--- src/rtl/fuzz_harness_pkg.sv ---
// Shared constants, state encoding and LFSR step for the vector fuzz harness.
package fuzz_harness_pkg;

    typedef enum logic [1:0] {
        ST_IDLE  = 2'd0,
        ST_RUN   = 2'd1,
        ST_DRAIN = 2'd2,
        ST_DONE  = 2'd3
    } fuzz_state_e;

    localparam logic [31:0] LFSR_POLY     = 32'h80200003;
    localparam logic [31:0] MISR_POLY     = 32'h04C11DB7;
    localparam logic [31:0] MIX_K         = 32'h9E3779B9;
    localparam logic [31:0] ZERO_SEED_SUB = 32'h00000001;

    // Galois right-shift LFSR step.
    function automatic logic [31:0] lfsr_step(input logic [31:0] s);
        lfsr_step = s[0] ? ((s >> 1) ^ LFSR_POLY) : (s >> 1);
    endfunction

endpackage

--- src/rtl/fuzz_misr.sv ---
// 32-bit MISR compacting an OUT_W-bit response; the response is XOR-folded
// into 32-bit chunks starting at bit 0, the top chunk zero-extended.
module fuzz_misr
    import fuzz_harness_pkg::*;
#(
    parameter int OUT_W = 87
) (
    input  logic             clk_i,
    input  logic             rst_i,
    input  logic             clr_i,
    input  logic             en_i,
    input  logic [OUT_W-1:0] resp_i,
    output logic [31:0]      sig_o
);

    logic [31:0] fold;
    logic [31:0] sig_q;
    logic [31:0] sig_d;

    // Fold the response down to one 32-bit word; bits past OUT_W stay zero.
    always_comb begin
        fold = '0;
        for (int b = 0; b < OUT_W; b++) begin
            fold[b % 32] = fold[b % 32] ^ resp_i[b];
        end
    end

    // Shift with polynomial feedback, then mix in the folded response.
    always_comb begin
        sig_d = (sig_q << 1) ^ (sig_q[31] ? MISR_POLY : 32'h0) ^ fold;
    end

    // Signature register: cleared on reset or run start, updated when enabled.
    always_ff @(posedge clk_i) begin
        if (rst_i) begin
            sig_q <= '0;
        end else if (clr_i) begin
            sig_q <= '0;
        end else if (en_i) begin
            sig_q <= sig_d;
        end
    end

    assign sig_o = sig_q;

endmodule

--- src/rtl/fuzz_vec_harness.sv ---
// Pseudo-random stimulus generator with MISR response compaction.
//   state | meaning
//   IDLE  | waiting for start; signature and vec_cnt hold last run's values
//   RUN   | one vector per cycle until num_vec issued
//   DRAIN | LAT cycles letting the last responses reach the MISR
//   DONE  | single-cycle done pulse, then back to IDLE
module fuzz_vec_harness
    import fuzz_harness_pkg::*;
#(
    parameter int IN_W  = 74,
    parameter int OUT_W = 87,
    parameter int LAT   = 1
) (
    input  logic             clk,
    input  logic             rst,
    input  logic             start,
    input  logic [31:0]      seed,
    input  logic [15:0]      num_vec,
    output logic [IN_W-1:0]  stim,
    output logic             stim_valid,
    input  logic [OUT_W-1:0] resp,
    output logic             busy,
    output logic             done,
    output logic [31:0]      signature,
    output logic [15:0]      vec_cnt
);

    localparam logic [2:0] DRAIN_LOAD = 3'(LAT - 1);

    fuzz_state_e     state_q;
    logic [31:0]     lfsr_q;
    logic [31:0]     lfsr_d;
    logic [15:0]     vec_cnt_q;
    logic [15:0]     vec_cnt_d;
    logic [15:0]     num_q;
    logic [2:0]      drain_q;
    logic            stim_valid_q;
    logic            busy_q;
    logic            done_q;
    logic [LAT-1:0]  vld_q;
    logic [IN_W-1:0] stim_mix;
    logic            run_start;

    assign lfsr_d    = lfsr_step(lfsr_q);
    assign vec_cnt_d = vec_cnt_q + 16'd1;
    assign run_start = (state_q == ST_IDLE) && start;

    // Expand the LFSR word into IN_W bits: copy k is lfsr ^ (k * MIX_K).
    always_comb begin
        logic [31:0] chunk;
        chunk    = '0;
        stim_mix = '0;
        for (int b = 0; b < IN_W; b++) begin
            chunk       = lfsr_q ^ (32'(b / 32) * MIX_K);
            stim_mix[b] = chunk[b % 32];
        end
    end

    // Sequencer FSM with registered status outputs.
    always_ff @(posedge clk) begin
        if (rst) begin
            state_q      <= ST_IDLE;
            lfsr_q       <= '0;
            vec_cnt_q    <= '0;
            num_q        <= '0;
            drain_q      <= '0;
            stim_valid_q <= 1'b0;
            busy_q       <= 1'b0;
            done_q       <= 1'b0;
        end else begin
            done_q <= 1'b0;
            unique case (state_q)
                ST_IDLE: begin
                    if (start) begin
                        lfsr_q    <= (seed == '0) ? ZERO_SEED_SUB : seed;
                        vec_cnt_q <= '0;
                        num_q     <= num_vec;
                        if (num_vec == '0) begin
                            state_q <= ST_DONE;
                            done_q  <= 1'b1;
                        end else begin
                            state_q      <= ST_RUN;
                            stim_valid_q <= 1'b1;
                            busy_q       <= 1'b1;
                        end
                    end
                end
                ST_RUN: begin
                    lfsr_q    <= lfsr_d;
                    vec_cnt_q <= vec_cnt_d;
                    if (vec_cnt_d == num_q) begin
                        state_q      <= ST_DRAIN;
                        stim_valid_q <= 1'b0;
                        drain_q      <= DRAIN_LOAD;
                    end
                end
                ST_DRAIN: begin
                    if (drain_q == 3'd0) begin
                        state_q <= ST_DONE;
                        busy_q  <= 1'b0;
                        done_q  <= 1'b1;
                    end else begin
                        drain_q <= drain_q - 3'd1;
                    end
                end
                ST_DONE: begin
                    state_q <= ST_IDLE;
                end
                default: begin
                    state_q <= ST_IDLE;
                end
            endcase
        end
    end

    // Delay line marking which cycles carry a response to a live vector.
    always_ff @(posedge clk) begin
        if (rst) begin
            vld_q <= '0;
        end else begin
            vld_q[0] <= stim_valid_q;
            for (int i = 1; i < LAT; i++) begin
                vld_q[i] <= vld_q[i-1];
            end
        end
    end

    fuzz_misr #(
        .OUT_W (OUT_W)
    ) u_misr (
        .clk_i  (clk),
        .rst_i  (rst),
        .clr_i  (run_start),
        .en_i   (vld_q[LAT-1]),
        .resp_i (resp),
        .sig_o  (signature)
    );

    assign stim       = stim_valid_q ? stim_mix : '0;
    assign stim_valid = stim_valid_q;
    assign busy       = busy_q;
    assign done       = done_q;
    assign vec_cnt    = vec_cnt_q;

endmodule

--- config.mk ---
export PLATFORM = sky130hd
export DESIGN_NAME = fuzz_vec_harness
export DESIGN_NICKNAME = d
export VERILOG_FILES = /design/src/rtl/fuzz_harness_pkg.sv /design/src/rtl/fuzz_misr.sv /design/src/rtl/fuzz_vec_harness.sv
export SDC_FILE = /design/constraint.sdc
export NUM_CORES = 1
export LEC_CHECK = 0
export ABC_AREA = 1
export BUFFER_PORTS_ARGS = -buffer_cell sky130_fd_sc_hd__buf_2
export CORE_MARGIN = 1
export CORE_UTILIZATION = 53
export DETAILED_ROUTE_END_ITERATION = 8
export PLACE_DENSITY_LB_ADDON = 0.25
export SETUP_SLACK_MARGIN = 0.1
export SLEW_MARGIN = 20
export SYNTH_ARGS = -nofsm -noshare
export SYNTH_HDL_FRONTEND = slang
export SYNTH_SLANG_ARGS = --single-unit
--- constraint.sdc ---
create_clock -name clk -period 4.2 [get_ports clk]
set_input_delay 0.42 -clock clk [delete_from_list [all_inputs] [get_ports clk]]
set_output_delay 0.42 -clock clk [all_outputs]
set_load 0.005 [all_outputs]
==> results.toml <==
[yosys]
yosysUniqueCellTypes = 33
synthCells = 960
area_of_the_mapped_netlist_um2 = 6490
combinational_family_with_the_most_area_after_synthesis = "simple AND/OR/NAND/NOR gates"
post_synth_fa_ha_maj_area_fraction_pct = 1.16
synth-xor-area-share_pct = 14.3
synth_simple_gate_area_share_pct = 27.8
ys_seq_area_share_pct = 32.4
share_of_the_synthesized_area_in_compound_gates_ao_oa_aoi_oai_pct = 12.2
synthesis.nets = 1104
synth-seq-cells = 105
syn-mean-instance-area_um2 = 6.76
synth_warnings = 0
proportion_of_synthesized_area_in_mux_cells_pct = 0

[timing]
rsz0062_at_grt = "false"
clock_skew_ps = 11.7
clock.fmax_mhz = 324
layout_worst_path_cycle_share_pct = 73.5
report.final.slew_viol_count = 0
min_period_ps = 3090
timing_hold_violations_final = 0
max-slew-margin-rel_pct = 28.4
setup-tns-final_ps = 0
setup_viol = 0
tightest_slew_ps = 1070

[floorplanning]
starting_utilization_of_the_core_area_pct = 54.2
number_of_top_level_pins = 263
core_area_um2 = 12000
dieArea_um2 = 12700
num_rows = 40
die_w_um = 113
die_height_um = 113

[clock_network]
clk_pin_slew_ps = 70
h-tree-depth = 3
clock_latency_at_the_later_pin_of_the_worst_skew_pair_ps = 350
cts-buffers-inserted = 9
cts_root_buf = "clkbuf_16"
cts.sink_count = 105
buffer_levels_on_the_longest_clock_path = 2
cts-resized-gates = 0
post-cts-setup-buffer-count = 0
post_cts_hold_buffer_count = 0
cts_tree = "built"

[routing]
initialDrtViolationCount = 578
route.detailed.wl_per_inst_um = 12.9
post-route-drc-count = 0
post_drt_via_cell_ratio = 5.12
drt_pass_1_iters = 6
detailroute.via_count = 6798
antenna_violating_nets_post_route = 0
postRouteWirelength_um = 17100

[layout]
fin_cells = 1328
num_antenna_cells = 0
drive_above_1_share_pct = 26.1
syn_to_final_growth_pct = 24.3
finish.net_count = 1320

[global_route]
grt_antenna_before_repair = 0
grt_pass1_vias = 5806
grtUsageTotal_pct = 26.7
grt_pass1_wl_um = 27300
grt_remaining_overflow = 0
grt_start_max_net_pins = 46

[job]
max_cap_violations = 0

[pwr]
switching_share_pct = 39.9
power.density_cell_area_nw_per_um2 = 511
switching_power_total_mw = 1.64
power_frac_clock_pct = 23.5
finalPower_mw = 4.12
power.internal_mw = 2.48
irDropWorstVdd_mv = 0.255
share_comb_of_total_power_pct = 42.0
p_leak_nw = 4.15
sequential_share_of_power_pct = 34.5

[critical_path]
worst-path-max-fanout = 43
criticalPathCategory = "register to register"
end_kind = "register"
worst_ep_required_time_ps = 4380
cp_data_arrival_time_ps = 3270
start_kind = "register"
timing.reg2reg.setup_slack_ps = 1110

[placed_design]
count_of_buffers_from_port_buffering = 262
dpl.cell_count = 1312
last_weighted_congestion_value_of_the_routability_driven_placer = 0.856
hpwl_um = 12500

[min_path]
timing.hold.worst.class = "input port to register"

[run_status]
status = "finished clean"
-- kinds of logic (layout without fill, tap and decap cells) --
kind of cell             after synthesis  in the layout
flip-flops                           105            105
XOR/XNOR                             106            106
buffers and inverters                185            406
AND/OR/NAND/NOR                      417            417
AO/OA/AOI/OAI                        141            141
adder cells (fa/ha/maj)                6              6
-- power groups by stage --
| stage | sequential (mW) | clock, mW | combinational [mW] |
|---|---|---|---|
| 2_1_floorplan | 1.37 | 0 | 1.26 |
| 3_3_place_gp | 1.44 | 0 | 1.70 |
| 3_5_place_dp | 1.44 | 0 | 1.73 |
| 4_1_cts | 1.42 | 0.982 | 1.73 |
| 5_1_grt | 1.45 | 1.03 | 1.95 |
| 6_report | 1.42 | 0.968 | 1.73 |
-- sequential cells by signal, summed over array words and instances (netlist names), 2 cells and up --
register,cells
lfsr_q,32
u_misr.sig_o,32
state_q,2
num_q,16
drain_q,3
vec_cnt,16
-- final timing paths --
check	endpoint	from	cells after the start
worst max-delay path	lfsr_q[10]	state_q[1]	7
worst min-delay path	lfsr_q[27]	seed[27]	3
worst max register to register	lfsr_q[10]	state_q[1]	7
worst min register to register	busy	busy	2
-- cell usage in the layout (no fill, tap or decap), drive strengths merged --
| master | instances |
|---|---|
| nand3 | 77 |
| nor4 | 9 |
| o21bai | 1 |
| nor2 | 98 |
| dfxtp | 105 |
| o211ai | 1 |
| clkinv | 6 |
| buf | 270 |
| xor2 | 33 |
| and2 | 1 |
| xnor2 | 73 |
| a21oi | 53 |
| clkbuf | 9 |
| nor3 | 2 |
| o2111ai | 12 |
| o21ai | 49 |
| a31oi | 24 |
| inv | 116 |
| o221ai | 1 |
| bufinv | 3 |
| ha | 6 |
| nand2 | 219 |
| nand3b | 1 |
| or2 | 2 |
| nand4 | 8 |
| clkinvlp | 2 |
-- cells in the mapped netlist --
master	count	area share, %
nand2_1	212	12
nand3b_1	1	0.12
nor3_1	2	0.15
o211ai_1	1	0.12
and2_0	1	0.097
nand2_4	4	0.69
buf_2	1	0.077
nand2_2	3	0.29
o21ai_0	49	3.8
o2111ai_1	12	1.6
nor2_1	89	5.2
ha_1	6	1.2
o21bai_2	1	0.17
a21oi_1	53	4.1
nor2_2	5	0.48
nand3_1	76	5.9
xor2_1	33	4.5
nor2_4	4	0.69
xnor2_1	73	9.9
buf_6	1	0.17
clkbuf_8	1	0.21
nand3_2	1	0.15
buf_1	5	0.29
nor4_1	9	0.87
o221ai_1	1	0.14
nand4_1	8	0.77
clkinv_1	3	0.17
clkbuf_1	38	2.2
inv_1	117	6.8
or2_2	2	0.19
dfxtp_1	105	32
a31oi_1	24	2.3
buf_4	19	2.2
-- metal layers --
layer | global-route usage, % | part of all wire (%) | up-vias
met1 | 33.1 | 42 | 3032
li1 | - | - | 3468
met3 | 5.45 | 6.6 | 21
met5 | 0 | 0 | -
met2 | 46.6 | 50 | 277
met4 | 7.38 | 1.6 | 0
-- worst max-delay path: stages, from the launching register on --
cell and delay (ps):
dfxtp_1 330, inv_1 70, ha_1 390, a21oi_4 190, buf_4 420, clkinv_1 970, o21ai_0 460, a31oi_1 80
-- stage by stage --
step           hold WS [ps]  setup WS (ps)  cell area [um^2]  utilization, %
2_1_floorplan           444           2350              6490               -
3_3_place_gp            445           1560              7720            64.6
3_5_place_dp            453           1480              7720            64.6
4_1_cts                 327           1480              8070            67.4
5_1_grt                 333            851              8070            67.4
6_report                337           1110              8070            67.4
-- final cells by class --
| type | instances | area [um^2] |
|---|---|---|
| clock buffers | 9 | 225 |
| clock inverters | 7 | 119 |
| fillers | 1087 | 3900 |
| inverters | 120 | 450 |
| multi-input cells | 670 | 3610 |
| flip-flops and latches | 105 | 2100 |
| well taps | 147 | 184 |
| repair buffers | 270 | 1370 |
Power figures use the tool's default switching activity.
